$ cat src/rtl/serial_add_arbiter.sv
// Two-client round-robin sequencer for a shared bit-serial adder: grants, loads, times and returns results.
// Define SERIAL_ADD_ARB_OVF_EN to add the res_ovf signed-overflow result output.
module serial_add_arbiter #(
  parameter int WIDTH      = 8,
  parameter int ADD_CYCLES = 8
) (
  input  logic             clk,
  input  logic             rst,
  input  logic             req0,
  input  logic             req1,
  input  logic [WIDTH-1:0] a0,
  input  logic [WIDTH-1:0] b0,
  input  logic [WIDTH-1:0] a1,
  input  logic [WIDTH-1:0] b1,
  input  logic             cin0,
  input  logic             cin1,
  output logic             gnt0,
  output logic             gnt1,
  output logic             done0,
  output logic             done1,
  output logic [WIDTH-1:0] res_sum,
  output logic             res_cout,
  output logic             res_id,
`ifdef SERIAL_ADD_ARB_OVF_EN
  output logic             res_ovf,
`endif
  output logic             busy,
  output logic             adder_load,
  output logic [WIDTH-1:0] adder_a,
  output logic [WIDTH-1:0] adder_b,
  output logic             adder_cin,
  input  logic [WIDTH-1:0] adder_sum,
  input  logic             adder_cout
);

  typedef enum logic [1:0] {
    IDLE = 2'd0,
    LOAD = 2'd1,
    RUN  = 2'd2,
    DONE = 2'd3
  } state_t;

  localparam int CW = $clog2(ADD_CYCLES + 1);
  localparam logic [CW-1:0] CNT_LAST = CW'(ADD_CYCLES);

  state_t           state_q, state_d;
  logic [CW-1:0]    cnt_q, cnt_d;
  logic             cur_id_q, cur_id_d;
  logic             last_id_q, last_id_d;
  logic             gnt0_q, gnt0_d, gnt1_q, gnt1_d;
  logic             done0_q, done0_d, done1_q, done1_d;
  logic [WIDTH-1:0] res_sum_q, res_sum_d;
  logic             res_cout_q, res_cout_d;
  logic             res_id_q, res_id_d;
  logic             busy_q, busy_d;
  logic             adder_load_q, adder_load_d;
  logic [WIDTH-1:0] adder_a_q, adder_a_d, adder_b_q, adder_b_d;
  logic             adder_cin_q, adder_cin_d;
  logic             win_s;
`ifdef SERIAL_ADD_ARB_OVF_EN
  logic             a_msb_q, a_msb_d, b_msb_q, b_msb_d;
  logic             res_ovf_q, res_ovf_d;
`endif

  // On a tie the client that did not win last time is served.
  assign win_s = (req0 & req1) ? ~last_id_q : req1;

  always_comb begin
    state_d      = state_q;
    cnt_d        = cnt_q;
    cur_id_d     = cur_id_q;
    last_id_d    = last_id_q;
    gnt0_d       = 1'b0;
    gnt1_d       = 1'b0;
    done0_d      = 1'b0;
    done1_d      = 1'b0;
    res_sum_d    = res_sum_q;
    res_cout_d   = res_cout_q;
    res_id_d     = res_id_q;
    adder_load_d = 1'b0;
    adder_a_d    = adder_a_q;
    adder_b_d    = adder_b_q;
    adder_cin_d  = adder_cin_q;
`ifdef SERIAL_ADD_ARB_OVF_EN
    a_msb_d      = a_msb_q;
    b_msb_d      = b_msb_q;
    res_ovf_d    = res_ovf_q;
`endif
    case (state_q)
      IDLE: begin
        if (req0 | req1) begin
          adder_a_d    = win_s ? a1 : a0;
          adder_b_d    = win_s ? b1 : b0;
          adder_cin_d  = win_s ? cin1 : cin0;
          adder_load_d = 1'b1;
          gnt0_d       = ~win_s;
          gnt1_d       = win_s;
          cur_id_d     = win_s;
          last_id_d    = win_s;
`ifdef SERIAL_ADD_ARB_OVF_EN
          a_msb_d      = win_s ? a1[WIDTH-1] : a0[WIDTH-1];
          b_msb_d      = win_s ? b1[WIDTH-1] : b0[WIDTH-1];
`endif
          state_d      = LOAD;
        end else begin
          state_d      = IDLE;
        end
      end
      LOAD: begin
        cnt_d   = {CW{1'b0}};
        state_d = RUN;
      end
      RUN: begin
        if (cnt_q == CNT_LAST) begin
          res_sum_d  = adder_sum;
          res_cout_d = adder_cout;
          res_id_d   = cur_id_q;
          done0_d    = ~cur_id_q;
          done1_d    = cur_id_q;
`ifdef SERIAL_ADD_ARB_OVF_EN
          res_ovf_d  = (a_msb_q == b_msb_q) && (adder_sum[WIDTH-1] != a_msb_q);
`endif
          state_d    = DONE;
        end else begin
          cnt_d      = cnt_q + CW'(1);
        end
      end
      DONE: begin
        state_d = IDLE;
      end
      default: begin
        state_d = IDLE;
      end
    endcase
    busy_d = (state_d != IDLE);
  end

  // State and registered outputs; reset discards any operation in flight.
  always_ff @(posedge clk or posedge rst) begin
    if (rst) begin
      state_q      <= IDLE;
      cnt_q        <= {CW{1'b0}};
      cur_id_q     <= 1'b0;
      last_id_q    <= 1'b1;
      gnt0_q       <= 1'b0;
      gnt1_q       <= 1'b0;
      done0_q      <= 1'b0;
      done1_q      <= 1'b0;
      res_sum_q    <= {WIDTH{1'b0}};
      res_cout_q   <= 1'b0;
      res_id_q     <= 1'b0;
      busy_q       <= 1'b0;
      adder_load_q <= 1'b0;
      adder_a_q    <= {WIDTH{1'b0}};
      adder_b_q    <= {WIDTH{1'b0}};
      adder_cin_q  <= 1'b0;
`ifdef SERIAL_ADD_ARB_OVF_EN
      a_msb_q      <= 1'b0;
      b_msb_q      <= 1'b0;
      res_ovf_q    <= 1'b0;
`endif
    end else begin
      state_q      <= state_d;
      cnt_q        <= cnt_d;
      cur_id_q     <= cur_id_d;
      last_id_q    <= last_id_d;
      gnt0_q       <= gnt0_d;
      gnt1_q       <= gnt1_d;
      done0_q      <= done0_d;
      done1_q      <= done1_d;
      res_sum_q    <= res_sum_d;
      res_cout_q   <= res_cout_d;
      res_id_q     <= res_id_d;
      busy_q       <= busy_d;
      adder_load_q <= adder_load_d;
      adder_a_q    <= adder_a_d;
      adder_b_q    <= adder_b_d;
      adder_cin_q  <= adder_cin_d;
`ifdef SERIAL_ADD_ARB_OVF_EN
      a_msb_q      <= a_msb_d;
      b_msb_q      <= b_msb_d;
      res_ovf_q    <= res_ovf_d;
`endif
    end
  end

  assign gnt0       = gnt0_q;
  assign gnt1       = gnt1_q;
  assign done0      = done0_q;
  assign done1      = done1_q;
  assign res_sum    = res_sum_q;
  assign res_cout   = res_cout_q;
  assign res_id     = res_id_q;
  assign busy       = busy_q;
  assign adder_load = adder_load_q;
  assign adder_a    = adder_a_q;
  assign adder_b    = adder_b_q;
  assign adder_cin  = adder_cin_q;
`ifdef SERIAL_ADD_ARB_OVF_EN
  assign res_ovf    = res_ovf_q;
`endif

endmodule
$ cat config.mk
export PLATFORM = sky130hd
export DESIGN_NAME = serial_add_arbiter
export DESIGN_NICKNAME = d
export VERILOG_FILES = /design/src/rtl/serial_add_arbiter.sv
export SDC_FILE = /design/constraint.sdc
export NUM_CORES = 1
export LEC_CHECK = 0
export CAP_MARGIN = 20
export CORE_MARGIN = 2
export CORE_UTILIZATION = 35
export CTS_CLUSTER_DIAMETER = 200
export DETAILED_ROUTE_END_ITERATION = 8
export PLACE_DENSITY = 0.7
export SYNTH_ARGS = -nofsm -noshare
export SYNTH_HDL_FRONTEND = slang
export SYNTH_SLANG_ARGS = --single-unit
$ cat constraint.sdc
create_clock -name clk -period 2.9 [get_ports clk]
set_clock_uncertainty 0.1 [all_clocks]
set_input_delay 0.58 -clock clk [delete_from_list [all_inputs] [get_ports clk]]
set_output_delay 0.58 -clock clk [all_outputs]
set_load 0.02 [all_outputs]
-- Yosys cells after proc, flatten, opt, wreduce, memory -nomap -nowiden
Index checks and enable logic that the tools add are counted.
- multiply operators: 0
- div/mod/pow operators: 0
- shift operators: 0
- muxes and demuxes: 19
- equal/unequal tests: 5
- $add $sub $neg: 1
- reduce and logical (&&, ||, !) cells: 6
- bitwise gates (word level): 5
- magnitude comparators: 0
- operators with widths (kind ; number):
    $mux 8 ; 2
    $mux 1 ; 13
    $pmux 2 s4 ; 1
    $pmux 4 s2 ; 1
    $reduce_and 2->1 ; 3
    $add 4x1->4 const B ; 1
    $eq 2x2->1 const B ; 2
    $eq 4x4->1 const B ; 1
    $mux 4 ; 1
    $reduce_bool 2->1 ; 2
    $not 1->1 ; 3
    $eq 2x1->1 const B ; 1
    $logic_not 2->1 ; 1
    $mux 2 ; 1
    $ne 2x2->1 const B ; 1
    $and 1x1->1 ; 1
    $or 1x1->1 ; 1
- bits in registers: 41
- latch bits: 0
- input bits: 47
- bits in writable memories: 0
- logic and storage cells: 52
- memories: 0
- memory bits (read-only): 0

-- Depth between registers and ports, before layout
Gate-level depths: netlist of the first run.
- word-level depth: 5
- depth in mapped cells: 7
- mapped depth without buffers: 6

-- Worst setup path before layout of the first run
Ideal clock, no wire load.
- kind: register to register
- from: reg state_q[0]
- to: reg res_cout_q (netlist: res_cout)
- cell stages (with the launch flop): 6
- period minus slack after synthesis: 1.521 ns
- buffers on the path: 1
- setup slack: 1.379 ns
- data required time: 2.675 ns
- data arrival time: 1.296 ns
- cell sequence: dfrtp_1 -> inv_1 -> ha_1 -> nand4b_4 -> buf_6 -> mux2_4
- word-level cells in the longest chain between the ends: 2
- RTL lines (what ; RTL line ; source):
    start: declaration ; 46 ; state_t state_q, state_d;
    start signal: assignment ; 163 ; state_q <= state_d;
    $eq 2x2->1 ; 89 ; case (state_q)
    $reduce_and 2->1 (no line) ; -- ;
    end signal: assignment ; 172 ; res_cout_q <= res_cout_d;
    end: declaration ; 53 ; logic res_cout_q, res_cout_d;
No other way between the ends.
A chain may end at the register's enable or synchronous reset.

-- Worst setup path after layout of the first run
- from: reg adder_a_q[6] (netlist: adder_a[6])
- to: out adder_a[6]
- RTL lines (what ; RTL line ; source):
    start: declaration ; 57 ; logic [WIDTH-1:0] adder_a_q, adder_a_d, adder_b_q, adder_b_d;
    start signal: assignment ; 154 ; adder_a_q <= {WIDTH{1'b0}};
    start signal: assignment ; 176 ; adder_a_q <= adder_a_d;
    end: declaration ; 29 ; output logic [WIDTH-1:0] adder_a,
No word-level cell between the ends.

==> out/qor.csv, run 1 <==
stage,metric,value,unit
clock_network,cts_tree,done,
die,top_level_ports,80,
grt,largest_net_degree_at_the_start_of_global_routing,42,
worst_setup_path,cpLargestDelayFamily,buffers and inverters,
place,hpwl_dp,2800,um
layout,finalNetCount,302,
drt,postRouteWirelength,3930,um
timing,fin_crit_sh,67.0,%
die,placeableCoreArea,5070,sq um
worst_setup_path,worst-endpoint-arrival,1260,ps
worst_setup_path,critical-path-slowest-cell,sky130_fd_sc_hd__clkdlybuf4s50_1,
synth,syn-cell-area,1830,sq um
drt,drtAntennaViolNets,0,
synth,synth.area.top_cells,"sky130_fd_sc_hd__dfrtp_1, sky130_fd_sc_hd__a21oi_1, sky130_fd_sc_hd__mux2_4, sky130_fd_sc_hd__nor2_1, sky130_fd_sc_hd__nand2_1",
worst_setup_path,r2r.worst_path.cells,7,
clock_network,hold_buffers,0,
layout,mostFrequentLayoutCells,"sky130_fd_sc_hd__clkdlybuf4s50_1, sky130_fd_sc_hd__dfrtp_1, sky130_fd_sc_hd__a21oi_1",
clock_network,cts.clk_slew.worst_paths,80,ps
worst_setup_path,worstSetupPathType,flip-flop to primary output,
die,die_h,76.4,um
timing,grt_setup_unrepaired,false,
clock_network,clk-insertion-delay-late,280,ps
worst_setup_path,reg2reg_slack,1210,ps
timing,timing_worst_slew_pin_value,512,ps
timing,maxClockFrequency,514,MHz
clock_network,number_of_sinks_on_the_clock_net,41,
grt,grt_pass1_wl,6950,um
die,rows,26,
layout,fraction_of_layout_instances_using_a_drive_strength_above_1,10.0,%
timing,setup_total_negative_slack,0,ps
power_and_ir_drop,pwr-share-clk,15.1,%
min_path,hold_path_depth,1,
grt,overflow,0,
power_and_ir_drop,power.share.sequential,35.2,%
worst_setup_path,critical_path.endpoint_type,primary output,
power_and_ir_drop,power.density_cell_area,1030,nW/um^2
grt,groute.usage.overall,14.7,%
clock_network,ctsResizeCount,0,
timing,timing.slew.headroom,65.9,%
synth,synthDominantCellAreaShare,54.6,%
layout,layout.core_utilization,54.5,%
power_and_ir_drop,p_sw,1.06,mW
synth,netlist.top_cell.by_area,sky130_fd_sc_hd__dfrtp_1,
place,placed_cells,313,
layout,syn2layout_area_growth,50.9,%
synth,syn_nets,221,
clock_network,tritoncts_buffer_count,5,
synth,syn_inst,169,
run,max_cap_viol_count,0,
place,dpl-instance-area,2660,sq um
worst_setup_path,max_stage_delay,610,ps
worst_setup_path,worstPathCellList,clkdlybuf4s50_1,
layout,final_cells,320,
grt,vias_in_the_first_global_route,1496,
min_path,min_from,cur_id_q,
clock_network,clock_tree_buffer_depth,2,
timing,final-setup-viol-count,0,
clock_network,clk_root_buffer_cell,sky130_fd_sc_hd__clkbuf_8,
synth,synth_area_per_cell,10.9,sq um
worst_setup_path,critPathRequiredTime,2220,ps
drt,routed-via-count,1457,
drt,post-route-drc-count,0,
power_and_ir_drop,report.power.total,2.85,mW
grt,antenna_violations_before_repair,0,
layout,design_area,2770,sq um
drt,drt_iter0_markers,105,
die,die_area,5840,sq um
worst_setup_path,worst_r2r_endpoint,adder_b[0],
timing,hold_viol,0,
synth,number_of_distinct_library_cells_after_synthesis,31,
synth,seq_area_frac_synth,56.0,%
place,numPortBuffers,79,
place,globalplace.congestion,0.744,
power_and_ir_drop,power.share.combinational,49.7,%
worst_setup_path,crit-reg2reg-launch,state_q[0],
die,floorplan.initialDensity,36.1,%
drt,drt-pass1-iter-count,4,
worst_setup_path,critical_path_buf_inv_count,1,
drt,post_drt_wl_per_cell,12.3,um
layout,antenna_cells_inserted,0,
worst_setup_path,timing.critical_path.from_type,flip-flop,
synth,ys_seq_elements,41,
status,run_status,completed,
timing,final_period_minus_worst_setup_slack,1940,ps
power_and_ir_drop,switching_share,37.2,%
power_and_ir_drop,static-leakage-power,1.25,nW
clock_network,clock_h_tree_levels,2,
power_and_ir_drop,internal_power,1.79,mW
layout,final_common_cell,sky130_fd_sc_hd__clkdlybuf4s50_1,
synth,synth.yosys.warnings,0,
die,die_w,76.4,um
power_and_ir_drop,peakVddDrop,0.527,mV
min_path,min_delay_worst_endpoint,done0,
drt,avgViaCountPerCell,4.55,
timing,finalMaxSlewViolations,0,
worst_setup_path,crit_path_max_fanout,2,
min_path,worst_hold_path_type,flip-flop to flip-flop,
clock_network,cts_setup_buffers,0,
synth_stat cells:
cell	number
sky130_fd_sc_hd__mux2i_1	1
sky130_fd_sc_hd__a31oi_1	1
sky130_fd_sc_hd__buf_6	3
sky130_fd_sc_hd__xnor2_1	1
sky130_fd_sc_hd__ha_1	5
sky130_fd_sc_hd__a21oi_1	35
sky130_fd_sc_hd__a21boi_4	1
sky130_fd_sc_hd__nand3_1	2
sky130_fd_sc_hd__o22ai_1	1
sky130_fd_sc_hd__o311ai_0	1
sky130_fd_sc_hd__a32o_1	1
sky130_fd_sc_hd__inv_1	7
sky130_fd_sc_hd__dfstp_2	1
sky130_fd_sc_hd__nand4_1	1
sky130_fd_sc_hd__o21ai_2	1
sky130_fd_sc_hd__a21o_1	1
sky130_fd_sc_hd__buf_4	4
sky130_fd_sc_hd__a21oi_2	1
sky130_fd_sc_hd__a21o_2	1
sky130_fd_sc_hd__a21bo_1	1
sky130_fd_sc_hd__and2_1	1
sky130_fd_sc_hd__nand4b_4	1
sky130_fd_sc_hd__mux2_4	7
sky130_fd_sc_hd__inv_2	1
sky130_fd_sc_hd__o21bai_1	1
sky130_fd_sc_hd__nor2_1	23
sky130_fd_sc_hd__mux2_2	2
sky130_fd_sc_hd__a211o_1	1
sky130_fd_sc_hd__dfrtp_1	40
sky130_fd_sc_hd__nand2_1	21
sky130_fd_sc_hd__nand3b_1	1
final cells by class:
class / instances / area (sq um)
sequential: 41 / 1030
fill: 474 / 2310
tap: 70 / 87.6
multi-input combinational: 113 / 713
timing repair buffer: 81 / 806
inverter: 8 / 30.0
clock inverter: 2 / 35.0
clock buffer: 5 / 68.8
stage by stage:
stage               hold WS, ps  setup WS [ps]
floorplan                   326           1280
finish                      355            956
global route                392            900
CTS                         353            949
detailed placement          340            741
global placement            348            770
power by group through the flow:
stage	registers (mW)	logic, mW	clock network, mW
global route	1.05	1.56	0.471
CTS	1.00	1.44	0.444
detailed placement	1.01	1.44	0
finish	1.01	1.42	0.430
global placement	1.01	1.41	0
floorplan	1.26	0.593	0
how the worst max path moves through the flow:
stage	from	end	slack (ps)	depth (start not counted)
floorplan	rst	adder_a[0]	1280	1
global placement	req0	adder_a[5]	770	4
detailed placement	req0	adder_a[5]	740	6
CTS	adder_b[0]	adder_b[0]	950	1
global route	adder_b[4]	adder_b[4]	900	1
finish	adder_a[6]	adder_a[6]	960	1
logic make-up (layout without fill, tap and decap cells):
logic type	Yosys count	after routing	synth area share, %
simple gates	50	50	11.9
fa+ha+maj	5	5	3.41
mux	10	10	7.50
flops	41	41	56.0
buf+inv	15	96	5.12
compound gates	47	47	15.6
xor+xnor	1	1	0.478
sequential cells by signal, indices dropped and copies added, names as in the netlist, 2 cells and up:
| signal | count |
|---|---|
| cnt_q | 4 |
| state_q | 2 |
| adder_b | 8 |
| adder_a | 8 |
| res_sum | 8 |
per-layer routing:
metal | vias up | GRT usage, % | share of wire [%]
met5 | - | 0 | 0
met3 | 2 | 5.09 | 7.3
met4 | 0 | 4.91 | 0.59
met1 | 678 | 18.6 | 43
li1 | 728 | - | -
met2 | 49 | 23.7 | 49
(Power assumes the default switching activity.)
==> run 2: changes to the inputs <==
PLACE_DENSITY = 0.72   (was 0.7)
clock period = 1.7 ns   (was 2.9 ns; I/O delays follow)
==> run 2 against run 1 <==
  * Wire length grew 8.7%
  * Sequential power grew 67%
  * Register-to-register slack got worse by 1100 ps
  * Count of clock-buffer cells in the layout unchanged
  * Largest cell class unchanged
==> out/qor.csv, run 2 (same netlist as run 1, synthesis figures left out) <==
stage,metric,value,unit
status,run_status,completed,
power_and_ir_drop,internal_power,3.16,mW
die,placeableCoreArea,5070,sq um
drt,avgViaCountPerCell,4.67,
run,max_cap_viol_count,0,
clock_network,tritoncts_buffer_count,5,
die,die_h,76.4,um
clock_network,cts.clk_slew.worst_paths,80,ps
drt,drt-pass1-iter-count,4,
power_and_ir_drop,peakVddDrop,0.911,mV
worst_setup_path,crit_path_max_fanout,1,
timing,final_period_minus_worst_setup_slack,1660,ps
timing,final-setup-viol-count,0,
place,numPortBuffers,79,
grt,groute.usage.overall,15.0,%
power_and_ir_drop,switching_share,37.2,%
power_and_ir_drop,static-leakage-power,1.48,nW
power_and_ir_drop,power.density_cell_area,1720,nW/um^2
layout,final_common_cell,sky130_fd_sc_hd__clkdlybuf4s50_1,
worst_setup_path,critical-path-slowest-cell,sky130_fd_sc_hd__clkdlybuf4s50_1,
worst_setup_path,worstPathCellList,clkdlybuf4s50_1,
power_and_ir_drop,power.share.sequential,33.5,%
grt,antenna_violations_before_repair,0,
timing,fin_crit_sh,97.9,%
drt,drtAntennaViolNets,0,
power_and_ir_drop,pwr-share-clk,18.2,%
worst_setup_path,worst-endpoint-arrival,1220,ps
drt,post_drt_wl_per_cell,13.0,um
grt,largest_net_degree_at_the_start_of_global_routing,42,
place,hpwl_dp,3110,um
die,rows,26,
clock_network,clk-insertion-delay-late,290,ps
timing,setup_total_negative_slack,0,ps
clock_network,clock_h_tree_levels,2,
timing,finalMaxSlewViolations,0,
layout,final.fill_count,454,
worst_setup_path,critical_path_buf_inv_count,1,
worst_setup_path,critPathRequiredTime,1260,ps
drt,drt_iter0_markers,59,
die,top_level_ports,80,
layout,antenna_cells_inserted,0,
clock_network,clk_root_buffer_cell,sky130_fd_sc_hd__clkbuf_8,
drt,post-route-drc-count,0,
grt,grt_pass1_wl,7140,um
die,die_w,76.4,um
worst_setup_path,critical_path.endpoint_type,primary output,
layout,finalNetCount,310,
power_and_ir_drop,power.share.combinational,48.3,%
layout,fraction_of_layout_instances_using_a_drive_strength_above_1,13.1,%
die,die_area,5840,sq um
grt,vias_in_the_first_global_route,1600,
timing,timing.slew.headroom,81.0,%
timing,final.setup.worst_slack,36.1,ps
min_path,worst_hold_path_type,input port to async pin,
drt,postRouteWirelength,4270,um
drt,routed-via-count,1537,
timing,hold_viol,0,
place,place_worst_setup_slack,-96.0,ps
clock_network,number_of_sinks_on_the_clock_net,41,
clock_network,cts_tree,done,
worst_setup_path,timing.critical_path.from_type,flip-flop,
worst_setup_path,cpLargestDelayFamily,buffers and inverters,
worst_setup_path,worstSetupPathType,flip-flop to primary output,
worst_setup_path,max_stage_delay,600,ps
die,floorplan.initialDensity,36.1,%
place,globalplace.congestion,0.765,
timing,timing_worst_slew_pin_value,282,ps
grt,overflow,0,
layout,syn2layout_area_growth,60.2,%
layout,mostFrequentLayoutCells,"sky130_fd_sc_hd__clkdlybuf4s50_1, sky130_fd_sc_hd__dfrtp_1, sky130_fd_sc_hd__a21oi_1",
power_and_ir_drop,p_sw,1.87,mW
timing,maxClockFrequency,601,MHz
clock_network,clock_tree_buffer_depth,2,
[run 2: what timing repair did]
action | 4_1_cts | 5_1_grt
hold buffers | 0 | 0
resized for setup | 16 | 16
endpoints found under the setup margin | 16 | 21
hold endpoints to repair | 0 | 0
setup buffers | 0 | 1
pin swaps | 0 | 1
[run 2: cell type report]
class	count	area (sq um)	area share [%]
clock buffer	5	68.8	2.34
clock inverter	3	65.1	2.21
inverter	8	32.5	1.11
multi-input combinational	113	713	24.3
sequential	41	1030	35.0
tap	70	87.6	2.98
timing repair buffer	89	943	32.1
[run 2: layer usage]
layer	part of all wire [%]	vias up	routed length, um	global-route usage [%]
met5	0	-	0	0
met4	1.1	0	49	4.36
met3	6.4	7	274	4.15
met2	49	59	2080	26.5
met1	44	720	1860	17.8
li1	-	751	-	-
[run 2: path summary, 6_finish.rpt]
check | cells past startpoint | slack (ps) | end | from
max in group asynchronous | 3 | 950 | last_id_q | rst
setup reg to reg | 5 | 140 | state_q[0] | cnt_q[1]
hold / removal | 3 | 300 | res_sum[2] | rst
hold reg to reg | 1 | 360 | done0 | cur_id_q
min in group clk | 1 | 360 | done0 | cur_id_q
setup / recovery | 1 | 40 | done1 | done1
[run 2: through the flow]
stage               utilization [%]  power (mW)  instance area [sq um]  cells  hold WS, ps
floorplan                         -        3.15                   1830    169          310
global placement               54.5        4.27                   2770    320          345
detailed placement             54.5        4.33                   2770    320          343
CTS                            56.8        5.12                   2880    328          308
global route                   57.9        5.36                   2940    329          324
finish                         57.9        5.04                   2940    329          301
[run 2: power by group through the flow]
stage               sequential, mW  clock (mW)  combinational [mW]
finish                        1.69       0.915                2.44
global route                  1.75       0.963                2.65
CTS                           1.70       0.933                2.49
detailed placement            1.71           0                2.62
global placement              1.70           0                2.57
floorplan                     2.14           0                1.01
==> run 3: changes to the inputs <==
DONT_BUFFER_PORTS = 1   (was not set)
PLACE_DENSITY = 0.52   (was 0.72)
==> run 3 against run 2 <==
  * Worst hold slack got worse by 280 ps
  * Global-route usage fell by 1.7 points
  * Worst setup slack improved by 74 ps
  * Flip-flop and latch count did not move
  * Critical path depth rose by 3
  * Final cell count fell by 24%
  * Sequential power rose by 31%
  * Design area fell by 32%
  * Sequential share of layout area rose by 16 points
  * Non-clock buffer count fell by 80
  * Count of clock-buffer cells in the layout rose by 1
  * Clock power fell by 35%
==> out/qor.csv, run 3 (same netlist as run 1, synthesis figures left out) <==
stage,metric,value,unit
drt,drtAntennaViolNets,0,
drt,drt-pass1-iter-count,4,
worst_setup_path,crit_path_max_fanout,12,
grt,grt_pass1_wl,6150,um
worst_setup_path,worst-endpoint-arrival,1660,ps
layout,syn2layout_area_growth,9.62,%
worst_setup_path,critPathRequiredTime,1770,ps
power_and_ir_drop,power.density_cell_area,2010,nW/um^2
layout,layout.core_utilization,39.6,%
clock_network,clock_h_tree_levels,2,
timing,setup_total_negative_slack,0,ps
die,top_level_ports,80,
status,run_status,completed,
die,rows,26,
layout,finalNetCount,230,
layout,mostFrequentLayoutCells,"sky130_fd_sc_hd__dfrtp_1, sky130_fd_sc_hd__a21oi_1, sky130_fd_sc_hd__nor2_1",
layout,fraction_of_layout_instances_using_a_drive_strength_above_1,17.3,%
timing,timing.slew.headroom,63.7,%
place,hpwl_dp,2830,um
timing,final_period_minus_worst_setup_slack,1590,ps
clock_network,cts_tree,done,
clock_network,clock_tree_buffer_depth,2,
die,die_h,76.4,um
timing,final-setup-viol-count,0,
clock_network,clk_root_buffer_cell,sky130_fd_sc_hd__clkbuf_8,
worst_setup_path,critical_path.endpoint_type,flip-flop,
die,placeableCoreArea,5070,sq um
die,floorplan.initialDensity,36.1,%
die,die_w,76.4,um
power_and_ir_drop,peakVddDrop,0.932,mV
layout,antenna_cells_inserted,0,
worst_setup_path,r2r.worst_path.cells,4,
grt,antenna_violations_before_repair,0,
place,numPortBuffers,0,
timing,maxClockFrequency,629,MHz
worst_setup_path,timing.critical_path.from_type,flip-flop,
timing,fin_crit_sh,93.5,%
layout,multi_input_logic_area,713,sq um
layout,final_common_cell,sky130_fd_sc_hd__dfrtp_1,
drt,avgViaCountPerCell,5.03,
min_path,worst_hold_path_type,input port to flip-flop,
place,globalplace.congestion,0.682,
worst_setup_path,reg2reg_slack,110,ps
layout,final.fill_count,511,
timing,timing_worst_slew_pin_value,541,ps
clock_network,clk-insertion-delay-late,290,ps
min_path,hold_path_depth,1,
clock_network,number_of_sinks_on_the_clock_net,41,
clock_network,cts.clk_slew.worst_paths,70,ps
drt,post_drt_wl_per_cell,15.0,um
power_and_ir_drop,report.power.total,4.04,mW
die,die_area,5840,sq um
grt,groute.usage.overall,13.3,%
grt,largest_net_degree_at_the_start_of_global_routing,20,
power_and_ir_drop,static-leakage-power,0.964,nW
drt,drt_iter0_markers,23,
grt,vias_in_the_first_global_route,1260,
clock_network,ctsResizeCount,0,
timing,grt_setup_unrepaired,false,
worst_setup_path,worstSetupPathType,flip-flop to flip-flop,
drt,postRouteWirelength,3730,um
layout,regArea,1030,sq um
grt,overflow,0,
run,max_cap_viol_count,0,
timing,hold_viol,0,
drt,routed-via-count,1253,
drt,post-route-drc-count,0,
timing,finalMaxSlewViolations,0,
clock_network,tritoncts_buffer_count,5,
## run 3: where the power goes
group | total (mW) | internal (mW) | leakage [nW] | switching (mW)
combinational | 1.22 | 0.573 | 0.433 | 0.648
sequential | 2.22 | 1.43 | 0.486 | 0.788
clock | 0.593 | 0.284 | 0.0450 | 0.309
total | 4.04 | 2.29 | 0.964 | 1.75
## run 3: area by class of cell
class | count | share of cell area (%)
clock buffer | 6 | 3.61
clock inverter | 2 | 0.498
inverter | 8 | 1.49
multi-input combinational | 113 | 35.5
sequential | 41 | 51.1
tap | 70 | 4.36
timing repair buffer | 9 | 3.48
## run 3: stage by stage
| step | setup WS, ps | std cells | cell area, sq um | hold slack [ps] |
|---|---|---|---|---|
| after global routing | 12.7 | 249 | 2010 | 2.04 |
| final | 110 | 249 | 2010 | 21.8 |
| after CTS | 85.3 | 249 | 2010 | 10.8 |
| after detailed placement | 93.2 | 240 | 1920 | 141 |
| after global placement | 160 | 240 | 1920 | 131 |
| after floorplan | 179 | 169 | 1830 | 310 |
## run 3: what timing repair did
item,4_1_cts,5_1_grt
setup buffers,0,0
setup endpoints to repair,0,0
endpoints found under the hold margin,13,0
hold buffers,1,0
## run 3: path summary, 6_finish.rpt
kind,startpoint,to
worst max-delay path,cnt_q[0],res_sum[7]
worst min-delay path,req0,last_id_q
worst max register to register,cnt_q[0],res_sum[7]
worst min register to register,cur_id_q,done0
max in group asynchronous,rst,cnt_q[0]
min in group asynchronous,rst,adder_cin
## run 3: layer usage
layer	share of wire (%)	track usage, %
met5	0	0
met4	1.3	5.45
met3	10	5.09
met2	49	22.2
met1	40	15.2
## run 3: worst max-delay path: stages (launching register included)
cell,delay [ps]
sky130_fd_sc_hd__dfrtp_1,440
sky130_fd_sc_hd__inv_1,80
sky130_fd_sc_hd__ha_1,210
sky130_fd_sc_hd__nand4b_4,270
sky130_fd_sc_hd__mux2_4,370
